## config.mk

```make
export PLATFORM = sky130hd
export DESIGN_NAME = video_mixer_pipe
export DESIGN_NICKNAME = d
export VERILOG_FILES = /design/src/rtl/video_mixer_pkg.sv /design/src/rtl/rgb2ypbpr_pipe.sv /design/src/rtl/video_mixer_pipe.sv
export SDC_FILE = /design/constraint.sdc
export NUM_CORES = 1
export LEC_CHECK = 0
export BUFFER_PORTS_ARGS = -buffer_cell sky130_fd_sc_hd__buf_2
export CELL_PAD_IN_SITES_DETAIL_PLACEMENT = 0
export CELL_PAD_IN_SITES_GLOBAL_PLACEMENT = 1
export CORE_MARGIN = 4
export CORE_UTILIZATION = 42
export DETAILED_ROUTE_END_ITERATION = 7
export GPL_TIMING_DRIVEN = 1
export MAX_ROUTING_LAYER = met4
export PLACE_DENSITY_LB_ADDON = 0.1
export RECOVER_POWER = 100
export SKIP_LAST_GASP = 1
export SYNTH_ARGS = -nofsm -noshare
export SYNTH_HDL_FRONTEND = slang
export SYNTH_SLANG_ARGS = --single-unit
```

## constraint.sdc

```tcl
create_clock -name clk_sys -period 3 [get_ports clk_sys]
set_input_delay 0 -clock clk_sys [delete_from_list [all_inputs] [get_ports clk_sys]]
set_output_delay 0 -clock clk_sys [all_outputs]
set_load 0.05 [all_outputs]
```

## src/rtl/video_mixer_pkg.sv

```systemverilog
// video_mixer_pkg: shared constants, scanline type and the stage-3 range mapping for video_mixer_pipe
package video_mixer_pkg;
  localparam int C_YR = 66, C_YG = 129, C_YB = 25;
  localparam int C_PBR = 38, C_PBG = 74, C_PBB = 112;
  localparam int C_PRR = 112, C_PRG = 94, C_PRB = 18;
  localparam int OFF_Y = 4096, OFF_C = 32768;
  localparam int LIM_LO = 16, LIM_Y = 235, LIM_C = 240, FULL_MUL = 73;
  typedef enum logic [1:0] {SL_NONE, SL_25, SL_50, SL_75} scanline_t;
  function automatic int range_map(int sum, int s, int hi, logic full, int maxv);
    int v;
    v = sum >>> 8;
    v = v < LIM_LO * s ? LIM_LO * s : v > hi * s ? hi * s : v;
    if (full) v = ((v - LIM_LO * s) * FULL_MUL) >>> 6;
    return v > maxv ? maxv : v;
  endfunction
endpackage

```

## src/rtl/rgb2ypbpr_pipe.sv

```systemverilog
// rgb2ypbpr_pipe: colour stages 2-3; YPbPr conversion when VIDEO_MIXER_PIPE_YPBPR_EN is defined, else a 2-clock delay
module rgb2ypbpr_pipe import video_mixer_pkg::*; #(
  parameter int IN_BITS = 8,
  parameter int OUT_BITS = 6
) (
  input  logic                clk_sys,
  input  logic                reset,
  input  logic                vld,
  input  logic                ypbpr,
  input  logic                ypbpr_full,
  input  logic [IN_BITS-1:0]  r,
  input  logic [IN_BITS-1:0]  g,
  input  logic [IN_BITS-1:0]  b,
  output logic [OUT_BITS-1:0] r_o,
  output logic [OUT_BITS-1:0] g_o,
  output logic [OUT_BITS-1:0] b_o
);
  localparam int SH = IN_BITS - OUT_BITS;
  logic [3*IN_BITS-1:0] rgb2_q, rgb2_d;
  logic [3*OUT_BITS-1:0] out_q, out_d;
  logic vld2_q, vld2_d;
  logic [OUT_BITS-1:0] pass_r, pass_g, pass_b;
  always_comb begin
    rgb2_d = {r, g, b};
    vld2_d = vld;
    pass_r = OUT_BITS'(rgb2_q[3*IN_BITS-1 -: IN_BITS] >> SH);
    pass_g = OUT_BITS'(rgb2_q[2*IN_BITS-1 -: IN_BITS] >> SH);
    pass_b = OUT_BITS'(rgb2_q[IN_BITS-1:0] >> SH);
  end
`ifdef VIDEO_MIXER_PIPE_YPBPR_EN
  localparam int S = 1 << (IN_BITS - 8);
  localparam int W = IN_BITS + 11;
  localparam int MAXV = (1 << IN_BITS) - 1;
  logic signed [W-1:0] y2_q, pb2_q, pr2_q, y2_d, pb2_d, pr2_d;
  always_comb begin
    y2_d  = W'(OFF_Y * S + C_YR * int'(r) + C_YG * int'(g) + C_YB * int'(b));
    pb2_d = W'(OFF_C * S - C_PBR * int'(r) - C_PBG * int'(g) + C_PBB * int'(b));
    pr2_d = W'(OFF_C * S + C_PRR * int'(r) - C_PRG * int'(g) - C_PRB * int'(b));
    out_d = !vld2_q ? '0 : !ypbpr ? {pass_r, pass_g, pass_b} :
            {OUT_BITS'(range_map(int'(pr2_q), S, LIM_C, ypbpr_full, MAXV) >>> SH),
             OUT_BITS'(range_map(int'(y2_q), S, LIM_Y, ypbpr_full, MAXV) >>> SH),
             OUT_BITS'(range_map(int'(pb2_q), S, LIM_C, ypbpr_full, MAXV) >>> SH)};
  end
  always_ff @(posedge clk_sys)
    if (reset) {y2_q, pb2_q, pr2_q} <= '0;
    else {y2_q, pb2_q, pr2_q} <= {y2_d, pb2_d, pr2_d};
`else
  logic unused_mode;
  assign unused_mode = ypbpr ^ ypbpr_full;
  always_comb out_d = vld2_q ? {pass_r, pass_g, pass_b} : '0;
`endif
  always_ff @(posedge clk_sys)
    if (reset) begin
      rgb2_q <= '0;
      vld2_q <= 1'b0;
      out_q <= '0;
    end else begin
      rgb2_q <= rgb2_d;
      vld2_q <= vld2_d;
      out_q <= out_d;
    end
  assign {r_o, g_o, b_o} = out_q;
endmodule

```

## src/rtl/video_mixer_pipe.sv

```systemverilog
// video_mixer_pipe: final video stage (CE gen, scanlines, sync encode); YPbPr path needs VIDEO_MIXER_PIPE_YPBPR_EN
module video_mixer_pipe import video_mixer_pkg::*; #(
  parameter int IN_BITS = 8,
  parameter int OUT_BITS = 6,
  parameter int CNT_BITS = 8
) (
  input  logic                clk_sys,
  input  logic                reset,
  input  logic                pix_ce,
  input  logic [1:0]          scanlines,
  input  logic                field_alt,
  input  logic                ypbpr,
  input  logic                ypbpr_full,
  input  logic                csync,
  input  logic [IN_BITS-1:0]  R,
  input  logic [IN_BITS-1:0]  G,
  input  logic [IN_BITS-1:0]  B,
  input  logic                HSync,
  input  logic                VSync,
  input  logic                HBlank,
  input  logic                VBlank,
  output logic [OUT_BITS-1:0] VGA_R,
  output logic [OUT_BITS-1:0] VGA_G,
  output logic [OUT_BITS-1:0] VGA_B,
  output logic                VGA_HS,
  output logic                VGA_VS,
  output logic                ce_x1,
  output logic                ce_x2
);
  logic [CNT_BITS-1:0] cnt_q, cnt_d, pixsz_q, pixsz_d;
  logic pce_q, pce_d, ce1_q, ce1_d, ce2_q, ce2_d, rise;
  logic hs_q, hs_d, vs_q, vs_d, line_q, line_d, field_q, field_d, hs_fall, vs_fall;
  logic [3*IN_BITS-1:0] rgb1_q, rgb1_d;
  logic hs1_q, hs1_d, vs1_q, vs1_d, vld1_q, vld1_d;
  logic hs2_q, hs2_d, vs2_q, vs2_d, vhs_q, vhs_d, vvs_q, vvs_d, comp;
  scanline_t sl;
  function automatic logic [IN_BITS-1:0] dim(logic [IN_BITS-1:0] x, scanline_t s);
    return s == SL_25 ? (x >> 1) + (x >> 2) : s == SL_50 ? x >> 1 : s == SL_75 ? x >> 2 : x;
  endfunction
  always_comb begin
    rise = pix_ce & ~pce_q;
    pce_d = pix_ce;
    cnt_d = rise ? '0 : &cnt_q ? cnt_q : cnt_q + CNT_BITS'(1);
    pixsz_d = rise ? cnt_q >> 1 : pixsz_q;
    ce1_d = rise;
    ce2_d = rise | ((cnt_q == pixsz_q) && (pixsz_q != '0));
    hs_fall = hs_q & ~HSync;
    vs_fall = vs_q & ~VSync;
    hs_d = HSync;
    vs_d = VSync;
    field_d = vs_fall ? field_alt & ~field_q : field_q;
    line_d = vs_fall ? field_d : hs_fall ? ~line_q : line_q;
    sl = scanline_t'(scanlines);
    rgb1_d = (HBlank | VBlank) ? '0 : line_q ? {dim(R, sl), dim(G, sl), dim(B, sl)} : {R, G, B};
    hs1_d = HSync;
    vs1_d = VSync;
    vld1_d = 1'b1;
    hs2_d = hs1_q;
    vs2_d = vs1_q;
    comp = ypbpr | csync;
    vhs_d = comp ? ~(hs2_q ^ vs2_q) : ~hs2_q;
    vvs_d = comp | ~vs2_q;
  end
  always_ff @(posedge clk_sys)
    if (reset) begin
      cnt_q <= '0;
      pixsz_q <= '0;
      pce_q <= 1'b0;
      ce1_q <= 1'b0;
      ce2_q <= 1'b0;
      hs_q <= 1'b0;
      vs_q <= 1'b0;
      line_q <= 1'b0;
      field_q <= 1'b0;
      rgb1_q <= '0;
      hs1_q <= 1'b0;
      vs1_q <= 1'b0;
      vld1_q <= 1'b0;
      hs2_q <= 1'b0;
      vs2_q <= 1'b0;
      vhs_q <= 1'b1;
      vvs_q <= 1'b1;
    end else begin
      cnt_q <= cnt_d;
      pixsz_q <= pixsz_d;
      pce_q <= pce_d;
      ce1_q <= ce1_d;
      ce2_q <= ce2_d;
      hs_q <= hs_d;
      vs_q <= vs_d;
      line_q <= line_d;
      field_q <= field_d;
      rgb1_q <= rgb1_d;
      hs1_q <= hs1_d;
      vs1_q <= vs1_d;
      vld1_q <= vld1_d;
      hs2_q <= hs2_d;
      vs2_q <= vs2_d;
      vhs_q <= vhs_d;
      vvs_q <= vvs_d;
    end
  rgb2ypbpr_pipe #(.IN_BITS(IN_BITS), .OUT_BITS(OUT_BITS)) u_conv (
    .clk_sys(clk_sys),
    .reset(reset),
    .vld(vld1_q),
    .ypbpr(ypbpr),
    .ypbpr_full(ypbpr_full),
    .r(rgb1_q[3*IN_BITS-1 -: IN_BITS]),
    .g(rgb1_q[2*IN_BITS-1 -: IN_BITS]),
    .b(rgb1_q[IN_BITS-1:0]),
    .r_o(VGA_R),
    .g_o(VGA_G),
    .b_o(VGA_B)
  );
  assign VGA_HS = vhs_q;
  assign VGA_VS = vvs_q;
  assign ce_x1 = ce1_q;
  assign ce_x2 = ce2_q;
endmodule

```

; ---- Word level (Yosys, flattened, before mapping)
; Cells that the tools add are included.
[op_classes]
add_sub_neg = 4
n_reduce_logical = 7
bitwise = 18
n_eq_ne = 4
muxes = 15
[ops]
columns = op, n
row1 = $mux W8, 9
row2 = $add A7 B6 Y8, 3
row3 = $mux W24, 1
row4 = $not A1 Y1, 9
row5 = $add A8 B1 Y8 const B, 1
row6 = $eq A8 B7 Y1, 1
row7 = $reduce_and A8 Y1, 1
row8 = $reduce_bool A8 Y1, 1
row9 = $reduce_or A2 Y1, 3
row10 = $mux W1, 5
row11 = $and A1 B1 Y1, 4
row12 = $eq A2 B2 Y1 const B, 2
row13 = $or A1 B1 Y1, 4
row14 = $eq A2 B1 Y1 const B, 1
row15 = $reduce_bool A2 Y1, 1
row16 = $logic_and A1 B1 Y1, 1
row17 = $xor A1 B1 Y1, 1
[totals]
output_inout_bits = 22
elab_cells = 66
inputBits = 37
regBits = 94

; ---- Depth between registers and ports, before layout
; Gate-level depths: netlist of run 1.
[logic_depth]
depth_word = 5
ltp_mapped = 7

; ---- Cells and area by module
; From an unflattened synthesis of run 1, not the netlist that was laid out.
[unflattened]
cells_unflattened = 470
area_unflattened_um2 = 4291.6
[by_module_without_submodules]
columns = module, n_inst, cells_each, seq_area_each_um2, area_each_um2
row1 = video_mixer_pipe, 1, 392, 1021.0, 3249.4
row2 = rgb2ypbpr_pipe, 1, 78, 740.7, 1042.2

; ---- Least setup slack after synthesis of run 1
; No wires, ideal clock.
[synth_path]
path_type = register to register
from = register cnt_q[1]
to = register cnt_q[3]
t_required_ns = 2.881
path_buffers = 1
stages_incl_launch_ff = 8
arrival_time_ns = 1.503
setup_time_ns = 0.119
period_less_slack_ns = 1.622
slack_ns = 1.378
cell_sequence = dfxtp_1 -> ha_1 -> nand2_1 -> or4_4 -> buf_6 -> nand4_2 -> xor2_1 -> nor2_1
[synth_via]
elab_chain_len = 1
word_cells_on_any_way = 2
cone_classes = add/sub: 1 / reduce/logical: 1
[synth_rtl]
columns = item, line
row1 = "start, declared", video_mixer_pipe.sv:30  ; logic [CNT_BITS-1:0] cnt_q, cnt_d, pixsz_q, pixsz_d;
row2 = "start signal, assigned", video_mixer_pipe.sv:84  ; cnt_q <= cnt_d;
row3 = $add A8 B1 Y8 / $reduce_and A8 Y1 (equally long branches), video_mixer_pipe.sv:43  ; cnt_d = rise ? '0 : &cnt_q ? cnt_q : cnt_q + CNT_BITS'(1);
; Parallel ways exist; a longest one is shown, timed or not.
; A chain may end at the register's enable or synchronous reset.

; ---- Worst setup path in the final report of run 1
[layout_path]
from = register line_q
to = register rgb1_q[23]
[layout_via]
elab_chain_len = 1
[layout_rtl]
columns = item, line
row1 = "start, declared", video_mixer_pipe.sv:32  ; logic hs_q, hs_d, vs_q, vs_d, line_q, line_d, field_q, field_d, hs_fall, vs_fall;
row2 = "start signal, assigned", video_mixer_pipe.sv:91  ; line_q <= line_d;
row3 = $mux W24, video_mixer_pipe.sv:54  ; rgb1_d = (HBlank | VBlank) ? '0 : line_q ? {dim(R, sl), dim(G, sl), dim(B, sl)} : {R, G, B};
row4 = "end signal, assigned", video_mixer_pipe.sv:93  ; rgb1_q <= rgb1_d;
row5 = "end, declared", video_mixer_pipe.sv:33  ; logic [3*IN_BITS-1:0] rgb1_q, rgb1_d;
; Every way passes these cells.

==> results of run 1 <==
[cell type report]
type / instances / area (um2) / area share [%]
multi-input combinational: 279 / 1980 / 45.7
sequential: 82 / 1640 / 38.0
timing repair buffer: 67 / 352 / 8.13
tap: 108 / 135 / 3.12
clock buffer: 9 / 124 / 2.86
clock inverter: 7 / 53.8 / 1.24
inverter: 11 / 43.8 / 1.01
[what timing repair did]
action                    4_1_cts  5_1_grt
resized for setup               0        0
hold buffers                    9        0
hold endpoints to repair       10        0
[worst min-delay path: stages]
cell     delay, ns
buf_2         0.10
or4b_1        0.17
a21oi_1       0.06
[routing by layer]
metal  vias up  part of all wire [%]
li1       1505                     -
met1      1324                    51
met2        64                    44
met3         5                   4.5
met4         0                   1.3
met5         -                     0
[power breakdown]
part           leakage, nW  switching (mW)  internal, mW
logic                0.989           0.166         0.128
clock network       0.0822           0.402         0.306
registers            0.666          0.0128          1.11
[cells by family (layout without fill, tap and decap cells)]
kind of cell / count (synthesis) / in the layout / share of synthesized area [%]
buffers and inverters: 29 / 94 / 3.34
AND/OR/NAND/NOR: 134 / 134 / 19.6
AO/OA/AOI/OAI: 89 / 89 / 16.0
adder cells (fa/ha/maj): 22 / 22 / 7.36
multiplexers: 14 / 14 / 5.08
XOR/XNOR: 20 / 20 / 4.68
flip-flops: 82 / 82 / 43.9
[placed cells by master, fill, tap and decap left out, types with 3 or more instances in the layout]
cell,n
o221ai_1,3
o21ai_0,14
nor3_1,12
and2_0,13
buf_2,29
o22ai_1,5
mux2i_1,10
a211oi_1,5
nand2_1,19
clkbuf_1,27
clkbuf_8,9
nor2b_1,26
dlygate4sd3_1,9
xnor2_1,9
o21a_1,4
nand3_1,10
a22o_1,7
nor3b_1,3
dfxtp_1,82
xor2_1,11
and2_1,6
a21oi_1,22
o22a_1,4
clkinvlp_4,3
o211ai_1,3
nor2_1,23
inv_1,10
ha_1,22
nand2b_1,10
a31oi_1,9
mux4_2,4
[metrics by stage]
stage	hold slack, ns	instances	power, mW
floorplan	0.0796	390	1.35
global placement	0.215	538	1.44
detailed placement	0.230	538	1.44
CTS	0.0112	563	2.16
global route	0.00399	563	2.25
finish	0.0331	563	2.13
[sequential cells by signal, summed over array words and instances, names as in the netlist, 7 cells and up]
signal         flops
rgb1_q            18
u_conv.rgb2_q     18
u_conv.out_q      18
cnt_q              8
pixsz_q            7
[how the worst max path moves through the flow]
stage,end,from,depth (start not counted),slack (ns)
after CTS,rgb1_q[15],G[2],8,1.22
after floorplan,cnt_q[3],cnt_q[1],7,1.38
after global routing,rgb1_q[23],line_q,4,0.53
after detailed placement,cnt_q[3],cnt_q[1],6,1.29
after global placement,cnt_q[3],cnt_q[1],6,1.30
final,rgb1_q[23],line_q,4,0.76
==> results list, run 1 <==
- Status: finished clean
- Synthesized instance count: a little under 400
* Yosys synthesis warning count: 0
- Post-route fraction of the period consumed by the critical path: about three quarters
- Worst slew slack as a fraction of its limit: 7.90%
* Met1 track utilization from global routing: 21.3%
- Number of DRC violations after detailed routing: 0
* Number of buffer and inverter stages on the critical path: 1
- Net count, final: 509
- Total negative setup slack: 0 ns
- Across all register-to-register paths, the minimum setup slack is roughly 0.76 ns.
- The first global-routing pass estimated between 10 and 15 mm of wire.
- Setup repair after global routing left no endpoint under its margin.
- # Post-CTS Setup Buffers: 0
- Among cell families on the critical path, the largest total delay comes from buffers and inverters.
- Counting flops and latches in the post-synthesis netlist gives 82.
- Between clock sinks in the finished design, the worst skew comes to 0.00420 ns.
- Final core occ: 49.8%
- During placement, the flow inserted port buffers numbering 54.
* Most numerous cell in the Yosys netlist: dfxtp_1
- Detailed Place HPWL: 5.40 mm
- In the final layout, the share of cells above drive strength 1 is 12.3%.
* Total setup violations reported at the end of the flow: 0
- 0 antenna diodes ended up in the layout.
* Average footprint of a synthesized cell: 9.60 um2
- Initial core utilization: ~43%
- The via count of the first global-routing pass was 2726.
- Largest driver fanout on the critical path: 19
- Global routing used 3.48% of the available met3 tracks.
* Highest clock frequency the design can meet: 447 MHz
- Power per Cell Area: 492 nW/um2
- Most used routing layer: met2
- CP cell instances: clkbuf_1 -> o21ai_0 -> a221oi_1 -> nor3_1
* Unique cell type count in the Yosys netlist: 52
* Critical Path Start Type: flop
* Min-delay src: field_alt
- The number of max-slew violations in the final report came to 0.
- Number of flops mapped to enable cells by yosys: 0
- Min-Delay Path Depth: 3
- Relative to the synthesized area, the layout overhead comes to 15.6%.
* Cell chosen for the clock root: clkbuf_8
- Die span in x: 102 um
- Data on the critical path is required at its endpoint by roughly 3.2 ns.
* Vertical extent of the die: 102 um
- For the worst setup path, the data arrival time is 2.46 ns.
- The smallest clock period supported by the final layout is computed as 2.24 ns.
- Number of search-and-repair iterations in the first detailed-routing pass: 4
- Num CTS Buffers: 9
- Prior to clock tree synthesis, the placed netlist has a worst setup slack of 1.29 ns.
- In this run the critical register-to-register path is captured at rgb1_q[23].
- When the netlist entered floorplanning its net count stood at 449.
* Final-report hold violation count: 0
- On the critical path, the stage with the largest delay is an instance of clkbuf_1.
* Via count normalized by instance count: 5.15
- For the pin with the worst max-slew slack, the measured transition is 1.38 ns.
- Cell row count: 34
- Vias after detailed routing: 2898
- The synthesized netlist occupies a cell area of between 3000 and 4000 um2.
- Instance area after placement: 4100 um2
- Violation count after the first detailed-route iteration: 88
- The later pin in the worst-skew pair is clocked with a latency of 0.34 ns.
- Maximum number of pins on one net before global-route repair: 33
- Antenna violations before repair: 0
- The floorplan step defined a die boundary enclosing 10500 um2.
- Routability Congestion: 0.783
- CTS built an H-tree with a depth of 3.
* Type of element capturing the critical path: flop
- Worst reg2reg path startpoint: line_q
- Area fraction of the dominant cell type after synthesis: 43.9%
- The largest single stage delay on the critical path is 0.70 ns.
* Sequential-to-total area share from yosys stat: 43.9%
* # clock sinks: 82
- Clock-pin slew was measured on the worst setup and hold paths at 0.08 ns.
- dfxtp_1 takes more of the synthesized area than any other cell.
- For hold timing, the worst endpoint is field_q.
- Post-Layout Inst Area: 4330 um2
- In the final routed layout, each cell accounts on average for 13.5 um.
- Global router's overall resource usage: 15.9%
- After floorplanning, the core was sized to cover 8680 um2.
* Leakage power figure: 1.74 nW
- Max-cap violations in this run came to 0.
- Synth cell count leaders: dfxtp_1, nor2b_1, nor2_1, a21oi_1, ha_1
* Top cells by area in the synthesized netlist: dfxtp_1, ha_1, nor2b_1
- TritonCTS built the clock tree.
- Global routing finished with a remaining overflow of 0.
* DRT Wirelength: 7.61 mm
- In the synthesized netlist the async set-or-reset flop fraction comes to 0%.
- Critical setup path kind: flop to flop
* Max VDD drop: 219 uV
* Most used DFF post-synth: dfxtp_1
- Antenna-violating nets left: 0
- Worst Slack Setup Final: 0.764 ns
- Counting cells, the worst reg-to-reg path comes to 4.
* Tightest Hold Check Type: primary input to flop
- During I/O placement, the number of pins put on the boundary was 59.
- Layout filler cell count: 892
- For this run, global-route usage on met2 was measured as roughly a quarter.
- Clock Path Buffers: 2
(Power assumes the default switching activity.)
==> inputs of run 2 (changes only) <==
--- a/config.mk
+++ b/config.mk
@@ -9,7 +9,7 @@
 export CELL_PAD_IN_SITES_DETAIL_PLACEMENT = 0
 export CELL_PAD_IN_SITES_GLOBAL_PLACEMENT = 1
 export CORE_MARGIN = 4
-export CORE_UTILIZATION = 42
+export CORE_UTILIZATION = 39
 export DETAILED_ROUTE_END_ITERATION = 7
 export GPL_TIMING_DRIVEN = 1
 export MAX_ROUTING_LAYER = met4
==> constraint.sdc (replaced) <==
create_clock -name clk_sys -period 1.9 [get_ports clk_sys]
set_input_delay 0 -clock clk_sys [delete_from_list [all_inputs] [get_ports clk_sys]]
set_output_delay 0 -clock clk_sys [all_outputs]
set_load 0.05 [all_outputs]
==> results list, run 2 (synthesis results as in run 1) <==
* # Post-CTS Setup Buffers: 0 (unchanged)
- Master of the slowest instance on the critical path: dlygate4sd3_1
- MaxCap Viol Count: 0 (unchanged)
- Violation count after the first detailed-route iteration: 142 (+61%)
- Wire length per cell: 13.0 um (-3.7%)
- Reg2Reg Setup Slack: 0.19 ns (-0.57 ns)
- Num CTS Buffers: 9 (unchanged)
- GR met3 Demand/Resource: 2.61% (-0.87 points)
* Routability Congestion: 0.774 (-1.2%)
- The worst setup path is launched from a primary input.
- The combinational cell fraction of total power is 13.7% (about the same).
- The number of buffer and inverter stages on the critical path was 2 (+1).
* Largest driver fanout on the critical path: 5 (-14)
- The placeable core region was 9280 um2 (+7.0%).
- The via count was 2891 (-0.24%).
- The routed wire length was 7.68 mm (+0.92%).
* # clock sinks: 82 (unchanged)
* Type of element capturing the critical path: flop
- After layout, the worst path uses 96.3% of the clock period.
- The met1 track demand over resource in global routing was 21.4% (+0.038 points).
- Endpoint required time on the critical path: 2.13 ns (-1.10 ns)
* Data arrival, critical path: 2.06 ns (-0.40 ns)
* I/O pin total: 59 (unchanged)
- CP cell instances: dlygate4sd3_1 -> buf_2 -> ha_1 -> a31o_1 -> xor2_1 -> mux4_2 -> mux2i_2 -> nor2_1
* Worst setup path startpoint: G[2]
- Detailed Place HPWL: 5.70 mm (+5.6%)
- Min-delay src: B[2]
* Total gr overflow: 0 (unchanged)
* Switch share: 24.7% (-2.5 points)
- The routed design could run at a clock period as short as 1.83 ns.
- The clock tree buffer depth is 2 (unchanged).
- Via count of the first global-routing pass: 2659 (-2.5%)
* Transition at the pin with the smallest max-transition slack: 0.867 ns (-0.514 ns)
- In this run the most used layer during global routing was met1.
- The number of rows in the core area is 35 (+2.9%).
- Cell internal power dissipation: 2.64 mW (+71%)
- The worst hold path terminates at rgb1_q[2].
- Min-Delay Path Depth: 3 (unchanged)
* Relative area change from synthesis to final layout: 18.0%
- The number of design rule violations left after detail routing was 0 (unchanged).
* Die span in x: 106 um (+3.5%)
- Max VDD drop: 312 uV (+43%)
- Worst slew slack as a fraction of its limit: 42.0% (+34 points)
* Total stage count of the critical path: 8 (+4)
- Largest registers: rgb1_q (18), u_conv.out_q (18), u_conv.rgb2_q (18)
- Clock latency on the worst-skew pair: 0.34 ns (about the same)
- Highest clock frequency the design can meet: 546 MHz
- The effective utilization at floorplan is 40.3% (-2.8 points).
- Via count normalized by instance count: 4.90 (-4.8%)
- The run finished with clean final reports.
- Global router's overall resource usage: 14.8% (-1.1 points)
- Clock power frac: 35.8% (+2.5 points)
- Total setup violations reported at the end of the flow: 0 (unchanged)
- Setup repair after global routing could not meet its margin everywhere.
* Clock tree skew after final layout: 0.00429 ns (+0.0000912 ns)
* Tightest Hold Check Type: primary input to flop
- Vertical extent of the die: 106 um (+3.5%)
* Most common library cell in the layout ignoring fill and taps: dfxtp_1
- Leakage power figure: 1.79 nW (+3.0%)
- The wire length of the first global-routing pass came to 13.2 mm (+3.1%).
- Port Buffers: 54 (unchanged)
- The worst setup path is of the primary input to flop kind.
- Power per Cell Area: 796 nW/um2 (+62%)
- Worst reg2reg path startpoint: cnt_q[1]
- The final number of hold-violating endpoints was 0 (unchanged).
- Overall die area: 11200 um2 (+7.1%)
- Number of pins with negative max-slew slack in the final report: 0 (unchanged)
- Number of search-and-repair iterations in the first detailed-routing pass: 4 (unchanged)
- Switch Pwr: 869 uW (+50%)
- Leaving out fill and tap cells, the most frequent cells in the layout are dfxtp_1, buf_2, nor2b_1, clkbuf_1, nor2_1.
- The H-tree depth is 3 (unchanged).
- The number of nets with antenna violations after detailed routing is 0 (unchanged).
* Net count, final: 515 (+1.2%)
- The part of the power in registers was 50.4% (-2.5 points).
- Antenna violations before repair: 0 (unchanged)
* # diodes: 0 (unchanged)
- On the critical path the largest part of the delay comes from buffers and inverters.
* R2R Path End: cnt_q[3]
- Cell chosen for the clock root: clkbuf_8
- Share of cells above drive strength 1: 14.3% (+2.0 points)
* Grt met2 use: 20.6% (-3.6 points)
- The largest net degree at the start of global routing was 19 (-42%).
- Clock tree from TritonCTS: done
- The accumulated negative setup slack was 0 ns (unchanged).
- The largest stage delay on the critical path was 0.53 ns (-0.17 ns).
- The depth of the worst register-to-register path came to 6 (+2).
- Register clock-pin slew on the reported worst setup and hold paths: 0.07 ns (about the same)
- The filler-free cell count of the finished design is 590 (+4.8%).
- The total instance count after detailed placement came to 567 (+5.4%).
[run 2: cell types whose count changed in the layout (fill, tap and decap cells not counted), sizes merged]
cell         delta
dlygate4sd3     -2
inv             -2
clkbuf          +2
buf             +9
bufinv          +1
clkinvlp        -1
clkinv          -1
[run 2: area by class of cell]
cell class              count  area (um2)
well taps                 129         161
inverters                  11        43.8
flip-flops and latches     82        1640
fillers                   933        4870
clock inverters             4        50.0
clock buffers              12         155
repair buffers             73         389
multi-input cells         279        1970
[run 2: power groups by stage]
stage	combinational [mW]	clock [mW]	sequential, mW
4_1_cts	0.490	1.30	1.77
5_1_grt	0.545	1.39	1.78
6_report	0.482	1.26	1.77
3_3_place_gp	0.469	0	1.81
2_1_floorplan	0.310	0	1.83
3_5_place_dp	0.477	0	1.81
[run 2: worst max path at each step]
stage / endpoint
2_1_floorplan: cnt_q[3]
3_3_place_gp: cnt_q[3]
3_5_place_dp: cnt_q[3]
4_1_cts: rgb1_q[10]
5_1_grt: rgb1_q[10]
6_report: rgb1_q[10]
[run 2: what timing repair did]
item | CTS | global route
hold endpoints to repair | 8 | 0
hold buffers | 7 | 0
setup endpoints to repair | 0 | 2
gates resized for setup | 0 | 2
[run 2: per-layer routing]
metal	share of wire, %	vias to the layer above
li1	-	1520
met1	54	1297
met2	40	63
met3	4.7	11
met4	1.7	0
met5	0	-
[run 2: tightest hold or removal path, cell delays in order]
cell     delay [ns]
buf_2          0.13
mux2i_1        0.11
nor2_1         0.09
[run 2: metrics by stage]
stage	instance area [um2]	power, mW	hold WS [ns]	setup slack (ns)	utilization [%]
after floorplan	3740	2.14	0.0796	0.278	-
after global placement	4180	2.28	0.210	0.205	45.1
after detailed placement	4180	2.29	0.212	0.177	45.1
after CTS	4460	3.56	0.00570	0.0853	48.0
after global routing	4410	3.71	0.0333	-0.0276	47.5
final	4410	3.51	0.0185	0.0698	47.5
